File: src/rtl/accumulator_stage_if.sv
// ============================================================================
// accumulator_stage_if : partial-sum input stream and result output stream
// Rev 1.0 - initial release
// ============================================================================
`default_nettype none

interface accumulator_stage_if #(
  parameter int IN_WIDTH  = 17,
  parameter int OUT_WIDTH = 16
);
  logic signed [IN_WIDTH-1:0]  in_data;
  logic                        in_valid;
  logic                        in_ready;
  logic signed [OUT_WIDTH-1:0] out_data;
  logic                        out_sat;
  logic                        out_valid;
  logic                        out_ready;

  modport master (
    output in_data, in_valid, out_ready,
    input  in_ready, out_data, out_sat, out_valid
  );

  modport slave (
    input  in_data, in_valid, out_ready,
    output in_ready, out_data, out_sat, out_valid
  );
endinterface

`default_nettype wire

File: src/rtl/accumulator_stage.sv
// ============================================================================
// accumulator_stage : sums COUNT signed partial sums, scales, saturates
// Rev 1.0 - initial release
// ============================================================================
`default_nettype none

module accumulator_stage #(
  parameter int IN_WIDTH  = 17,
  parameter int ACC_WIDTH = 32,
  parameter int OUT_WIDTH = 16,
  parameter int OUT_SCALE = 0,
  parameter int COUNT     = 9
) (
  input  logic               clk,
  input  logic               rst,
  input  logic               clear,
  output logic               busy,
  accumulator_stage_if.slave bus
);

  localparam int                   CNT_WIDTH = (COUNT > 1) ? $clog2(COUNT) : 1;
  localparam logic [CNT_WIDTH-1:0] LAST_CNT  = CNT_WIDTH'(COUNT - 1);

  localparam logic [0:0] ST_ACC  = 1'b0;
  localparam logic [0:0] ST_HOLD = 1'b1;

  if (COUNT < 1) begin : g_bad_count
    $error("accumulator_stage: COUNT must be at least 1");
  end

  if (ACC_WIDTH < IN_WIDTH + $clog2(COUNT)) begin : g_bad_acc_width
    $error("accumulator_stage: ACC_WIDTH too small for IN_WIDTH and COUNT");
  end

  logic [0:0]                  state;
  logic [0:0]                  state_next;
  logic [CNT_WIDTH-1:0]        cnt;
  logic signed [ACC_WIDTH-1:0] acc;
  logic signed [ACC_WIDTH-1:0] acc_base;
  logic signed [ACC_WIDTH-1:0] in_ext;
  logic signed [ACC_WIDTH-1:0] sum;
  logic signed [ACC_WIDTH-1:0] scaled;
  logic signed [OUT_WIDTH-1:0] sat_data;
  logic                        sat_flag;
  logic signed [OUT_WIDTH-1:0] out_data_q;
  logic                        out_sat_q;
  logic                        in_beat;
  logic                        last_beat;
  logic                        out_fire;

  assign in_beat   = bus.in_valid && bus.in_ready;
  assign out_fire  = bus.out_valid && bus.out_ready;
  assign last_beat = (cnt == LAST_CNT);

  // cnt is 0 in HOLD, so a beat overlapping the output handshake restarts the sum
  assign acc_base = (cnt == '0) ? '0 : acc;
  assign in_ext   = ACC_WIDTH'($signed(bus.in_data));
  assign sum      = acc_base + in_ext;
  assign scaled   = sum >>> OUT_SCALE;

  if (OUT_WIDTH < ACC_WIDTH) begin : g_sat
    localparam logic signed [ACC_WIDTH-1:0] MAX_VAL =
      {{(ACC_WIDTH-OUT_WIDTH+1){1'b0}}, {(OUT_WIDTH-1){1'b1}}};
    localparam logic signed [ACC_WIDTH-1:0] MIN_VAL =
      {{(ACC_WIDTH-OUT_WIDTH+1){1'b1}}, {(OUT_WIDTH-1){1'b0}}};

    always_comb begin
      sat_data = scaled[OUT_WIDTH-1:0];
      sat_flag = 1'b0;
      if (scaled > MAX_VAL) begin
        sat_data = {1'b0, {(OUT_WIDTH-1){1'b1}}};
        sat_flag = 1'b1;
      end else if (scaled < MIN_VAL) begin
        sat_data = {1'b1, {(OUT_WIDTH-1){1'b0}}};
        sat_flag = 1'b1;
      end
    end
  end else begin : g_no_sat
    assign sat_data = OUT_WIDTH'(scaled);
    assign sat_flag = 1'b0;
  end

  always_ff @(posedge clk) begin
    if (rst) begin
      state <= ST_ACC;
    end else begin
      state <= state_next;
    end
  end

  always_comb begin
    state_next = state;
    if (clear) begin
      state_next = ST_ACC;
    end else begin
      case (state)
        ST_ACC: begin
          if (in_beat && last_beat) begin
            state_next = ST_HOLD;
          end
        end
        ST_HOLD: begin
          if (out_fire) begin
            state_next = (in_beat && last_beat) ? ST_HOLD : ST_ACC;
          end
        end
        default: state_next = ST_ACC;
      endcase
    end
  end

  always_comb begin
    bus.out_valid = (state == ST_HOLD);
    bus.in_ready  = !rst && !clear && ((state == ST_ACC) || bus.out_ready);
    busy          = (cnt != '0) || (state == ST_HOLD);
  end

  always_ff @(posedge clk) begin
    if (rst) begin
      acc        <= '0;
      cnt        <= '0;
      out_data_q <= '0;
      out_sat_q  <= 1'b0;
    end else if (clear) begin
      acc       <= '0;
      cnt       <= '0;
      out_sat_q <= 1'b0;
    end else if (in_beat) begin
      acc <= sum;
      cnt <= last_beat ? '0 : cnt + 1'b1;
      if (last_beat) begin
        out_data_q <= sat_data;
        out_sat_q  <= sat_flag;
      end
    end
  end

  assign bus.out_data = out_data_q;
  assign bus.out_sat  = out_sat_q;

endmodule

`default_nettype wire
File: src/flat_wrapper.sv
// flat-port wrapper written by rule: the top's interface ports become plain ports
module accumulator_stage_flat 
#(
  parameter int IN_WIDTH  = 17,
  parameter int ACC_WIDTH = 32,
  parameter int OUT_WIDTH = 16,
  parameter int OUT_SCALE = 0,
  parameter int COUNT     = 9
)
  (clk, rst, clear, busy, bus_in_data, bus_in_valid, bus_out_ready, bus_in_ready, bus_out_data, bus_out_sat, bus_out_valid);
  accumulator_stage_if #(.IN_WIDTH(IN_WIDTH), .OUT_WIDTH(OUT_WIDTH)) bus_i ();
  input  logic clk;
  input  logic rst;
  input  logic clear;
  output logic busy;
  input wire logic [$bits(bus_i.in_data)-1:0] bus_in_data;
  input wire logic [$bits(bus_i.in_valid)-1:0] bus_in_valid;
  input wire logic [$bits(bus_i.out_ready)-1:0] bus_out_ready;
  output wire logic [$bits(bus_i.in_ready)-1:0] bus_in_ready;
  output wire logic [$bits(bus_i.out_data)-1:0] bus_out_data;
  output wire logic [$bits(bus_i.out_sat)-1:0] bus_out_sat;
  output wire logic [$bits(bus_i.out_valid)-1:0] bus_out_valid;
  assign bus_i.in_data = bus_in_data;
  assign bus_i.in_valid = bus_in_valid;
  assign bus_i.out_ready = bus_out_ready;
  assign bus_in_ready = bus_i.in_ready;
  assign bus_out_data = bus_i.out_data;
  assign bus_out_sat = bus_i.out_sat;
  assign bus_out_valid = bus_i.out_valid;
  accumulator_stage #(.IN_WIDTH(IN_WIDTH), .ACC_WIDTH(ACC_WIDTH), .OUT_WIDTH(OUT_WIDTH), .OUT_SCALE(OUT_SCALE), .COUNT(COUNT)) u_core (.clk(clk), .rst(rst), .clear(clear), .busy(busy), .bus(bus_i));
endmodule
File: config.mk
export PLATFORM = sky130hd
export DESIGN_NAME = accumulator_stage_flat
export DESIGN_NICKNAME = d
export VERILOG_FILES = /design/src/rtl/accumulator_stage_if.sv /design/src/rtl/accumulator_stage.sv /design/src/flat_wrapper.sv
export SDC_FILE = /design/constraint.sdc
export NUM_CORES = 1
export LEC_CHECK = 0
export CORE_MARGIN = 5
export CORE_UTILIZATION = 59
export DETAILED_ROUTE_END_ITERATION = 12
export PLACE_DENSITY = 0.82
export SYNTH_ARGS = -nofsm -noshare
export SYNTH_HDL_FRONTEND = slang
export SYNTH_SLANG_ARGS = --single-unit
File: constraint.sdc
create_clock -name clk -period 7.1 [get_ports clk]
set_clock_uncertainty 0.2 [all_clocks]
set_input_delay 1.065 -clock clk [delete_from_list [all_inputs] [get_ports clk]]
set_output_delay 1.065 -clock clk [all_outputs]
set_load 0.01 [all_outputs]
# Word-level counts from Yosys, hierarchy flattened
# Cells that the tools add are included.
# word_totals
ff_bits	54
latchBits	0
ramBits	0
rom_bits	0
inputBits	22
output_inout_bits	20
elab_cells	35
mem_count	0
# classes
addsub	2
n_mul	0
n_div	0
magnitude_cmp	2
eq_ne	1
n_shift	0
mux	9
n_bitwise	2
n_reduce_logical	14
# op_table
cell	count
$add A32 B17 Y32	1
$gt A32 B16 Y1 const B	1
$lt A32 B16 Y1 const B	1
$mux W16	2
$mux W32	1
$logic_and A1 B1 Y1	5
$add A4 B1 Y4 const B	1
$eq A4 B4 Y1 const B	1
$logic_not A4 Y1	1
$mux W1	4
$mux W4	1
$reduce_bool A4 Y1	1
$reduce_and A3 Y1	1
$logic_not A1 Y1	2
$logic_or A1 B1 Y1	2
$not A1 Y1	2
$pmux W1 S2	1
$reduce_and A2 Y1	1
$reduce_or A2 Y1	1

# Depth between registers and ports, before layout
# depth
word_depth	8
ltp_mapped	20
depth_no_buf	18

# Least setup slack after synthesis
# Ideal clock, no wire load.
# synth_path
kind	reg-to-reg
start	register u_core.cnt[0]
end	register u_core.out_data_q[2] (netlist: u_core.bus.out_data[2])
setup_time_ns	0.080
arrival_ns	4.678
slack_ns	2.142
path_stages_with_launch	21
n_path_buf	2
cell_sequence	dfxtp_1 -> inv_1 -> ha_1 -> nor2b_1 -> nor2b_1 -> clkbuf_1 -> nor2b_1 -> ha_1 -> inv_1 -> fa_1 -> and2b_4 -> o2111ai_4 -> a2111oi_4 -> o21bai_2 -> a211o_1 -> or4b_1 -> or4_4 -> nor4_4 -> buf_6 -> o21bai_1 -> a211oi_2
# synth_via
elab_chain_len	6
# synth_rtl
item	line_no	rtl
start, declared	accumulator_stage.sv:37	logic [CNT_WIDTH-1:0] cnt;
start signal, assigned	accumulator_stage.sv:130	cnt <= last_beat ? '0 : cnt + 1'b1;
$logic_not A4 Y1	accumulator_stage.sv:56	assign acc_base = (cnt == '0) ? '0 : acc;
$mux W32	accumulator_stage.sv:56	
$add A32 B17 Y32	accumulator_stage.sv:58	assign sum = acc_base + in_ext;
$lt A32 B16 Y1	accumulator_stage.sv:73	end else if (scaled < MIN_VAL) begin
$mux W16	accumulator_stage.sv:73	
$mux W16	accumulator_stage.sv:70	if (scaled > MAX_VAL) begin
end signal, assigned	accumulator_stage.sv:132	out_data_q <= sat_data;
end, declared	accumulator_stage.sv:45	logic signed [OUT_WIDTH-1:0] out_data_q;
# Parallel ways exist; a longest one is shown, timed or not.
# A chain may end at the register's enable or synchronous reset.

# Worst setup path after layout
# layout_path
start	register u_core.cnt[0]
end	register u_core.out_data_q[12] (netlist: u_core.bus.out_data[12])
# Same word-level chain as after synthesis.

==> metrics <==
worst setup margin=1.255 ns; status=completed; # diodes=0; Slew headroom=30.03%; largest family of logic cells by synthesized area=simple AND/OR/NAND/NOR gates; cell area after synthesis=4418 µm²; area growth from synthesis to layout=11.30%; Hold Crit Class=flip-flop to flip-flop; # DRC=0; Synth area leaders=dfxtp_1, ha_1, o21ai_0; Max FO, Critical Path=18; VDD IR max=122.8 µV; met2 Use GR=46.61%; Die H=96.54 µm; largest net degree at the start of global routing=53; Final TNS setup=0 ns; fraction of the mapped netlist area in simple logic gates=28.01%; PwrDens=131.4 nW/µm²; # nets final=647; CP Buf/Inv Count=2; grt met3 use=3.408%; Ports=42; period utilization=82.32%; startpoint class of the critical path=flip-flop; Area after DPL=4800 µm²; Synth Area per Inst=7.724 µm²; Layout Utilization=67.79%; slowest CP cell=nor2b_2; hold slack=0.2567 ns; WL final=12300 µm; Max Buffers Root-to-Sink=2; Setup CP Type=flip-flop to flip-flop; Post-Synth Adder-Cell Area=9.799%; synth cell count leaders=nand2_1, dfxtp_1, nor2_1; Final Non-Filler Cells=691; worst path arrival time=5.86 ns; Congestion Overflow GR=0; CTS Buf Count=5; switch share=29.00%; Synth Area in Compound Gates=27.61%; register area=1081 µm²; Setup violations, final=0; area leader, netlist=dfxtp_1; area of the die=9319 µm²; post-synthesis xor/xnor area fraction=4.758%; YS warnings=0; vias per cell=6.407; gr usage total=27.43%; Slew @ Worst Pin=1.042 ns; Placed Instances=683; TritonRoute pass-1 iters=5; post_cts resized=0; Post-synth top flop=dfxtp_1; clk root buf=clkbuf_8; Rows=31; Yosys reg bits=54; crit end category=flip-flop; Synth cell types=70; RSZ-0062 raised after global routing=no; vias in the first global route=4303; post-place setup slack=1.134 ns; total power=0.6462 mW; FFs w/ async S/R, synth=0%; drt wl/cell=17.81 µm; critical-path cell list=inv_1 -> ha_1 -> nor2b_1 -> nor2b_2 -> buf_4 -> nor2b_1 -> ha_1 -> nand2_1 -> o21a_1 -> o21ai_2 -> o21bai_2 -> a211o_1 -> or4b_1 -> or4_4 -> nor4_4 -> nor2_2 -> o41ai_1; worst path required time=7.11 ns; post-synth top area share=24.47%; Multi-input gate area=3117 µm²; global-route met1 utilization=36.40%; H-tree depth=2; most numerous cell in the Yosys netlist=nand2_1; FMAX=171.1 MHz; register area share after synthesis=24.47%; Synth Instances=572; total number of vias=4427; buffers added on ports=41; ANT nets after route=0; Clk network pwr share=34.8%; dpl hpwl=9270 µm; first-pass GRT wire length=20260 µm; GPL Wtd Cong=1.010; initial cell density of the core=60.91%; total setup buffers inserted after CTS=0; multiplexer area fraction after synthesis=0.2549%; Worst-Skew Late Latency=0.32 ns; max incr delay on CP=0.67 ns; Flop pwr share=48.4%; Starting DRT DRC Count=304; layout cells sized above 1=8.108%; Fillers=659; hold buffer count at CTS=0; Top delay family on crit path=simple AND/OR/NAND/NOR gates; fin area=4917 µm²; switching power=0.1874 mW; Leak Pwr=1.875 nW; EDFF count, synth=0; Comb power frac=16.8%; Core ar.=7253 µm²; Clock transition at path regs=0.11 ns; CTS tree=built; most used routing layer=met2; CTS Sinks=54; syn nets=628; post-layout min period=5.845 ns; initial antenna violation count=0; final hold vios=0; max cap viols=0; P_int=0.4588 mW; count of final max-slew check failures=0; die width=96.54 µm
-- flip-flops by register name, summed over array words and instances (netlist names) --
| name | count |
|---|---|
| u_core.acc | 32 |
| u_core.cnt | 4 |
| u_core.bus.out_valid | 1 |
| u_core.bus.out_data | 16 |
| u_core.bus.out_sat | 1 |
-- kinds of logic (layout without fill, tap and decap cells) --
kind of cell,after synthesis,in the layout
AND/OR/NAND/NOR,241,241
AO/OA/AOI/OAI,175,175
buffers and inverters,43,63
flip-flops,54,54
adder cells (fa/ha/maj),34,34
XOR/XNOR,24,24
multiplexers,1,1
-- path summary, 6_finish.rpt --
kind	startpoint	end	slack, ns	cells after the start
worst max-delay path	u_core.cnt[0]	u_core.bus.out_data[12]	1.26	17
worst min-delay path	u_core.acc[25]	u_core.acc[25]	0.26	2
worst max register to register	u_core.cnt[0]	u_core.bus.out_data[12]	1.26	17
worst min register to register	u_core.acc[25]	u_core.acc[25]	0.26	2
-- power groups by stage --
stage	logic [mW]	clock network, mW	registers [mW]
6_report	0.109	0.225	0.313
5_1_grt	0.118	0.240	0.314
4_1_cts	0.106	0.229	0.313
3_5_place_dp	0.106	0	0.320
3_3_place_gp	0.104	0	0.319
2_1_floorplan	0.0737	0	0.319
-- worst min-delay path, cell delays in order, from the launching register on --
cell     delay [ns]
dfxtp_1        0.32
nand3_1        0.06
nand2_1        0.05
-- area by class of cell --
cell class	count	area share, %
Tap cell	99	2.519
Multi-Input combinational cell	475	63.38
Clock buffer	5	1.399
Sequential cell	54	21.98
Timing Repair Buffer	45	8.957
Clock inverter	3	0.9924
Inverter	10	0.7634
-- placed cells by master, fill, tap and decap left out, types with 3 or more instances in the layout --
cell type,count
a211oi_1,10
a211oi_2,6
a21boi_0,4
a21o_1,9
a21oi_1,35
a221oi_1,3
and3_1,5
buf_4,4
clkbuf_8,5
clkdlybuf4s50_1,41
dfxtp_1,54
ha_1,33
inv_1,10
nand2_1,59
nand2b_1,4
nand3_1,37
nand4_1,12
nor2_1,49
nor2b_1,33
nor3_1,10
nor3b_1,5
o211ai_1,12
o21a_1,8
o21ai_0,46
o21ai_1,6
o21bai_1,5
o31ai_1,4
o41ai_1,3
or2_2,7
xnor2_1,12
xor2_1,12
-- metal layers --
metal / up-vias / part of all wire, % / wire [µm]
met4: 0 / 2.0 / 251
met5: - / 0 / 0
met2: 171 / 47 / 5786
li1: 2121 / - / -
met1: 2110 / 45 / 5516
met3: 25 / 6.1 / 751
Note: power is estimated with default switching activity, not from simulation.
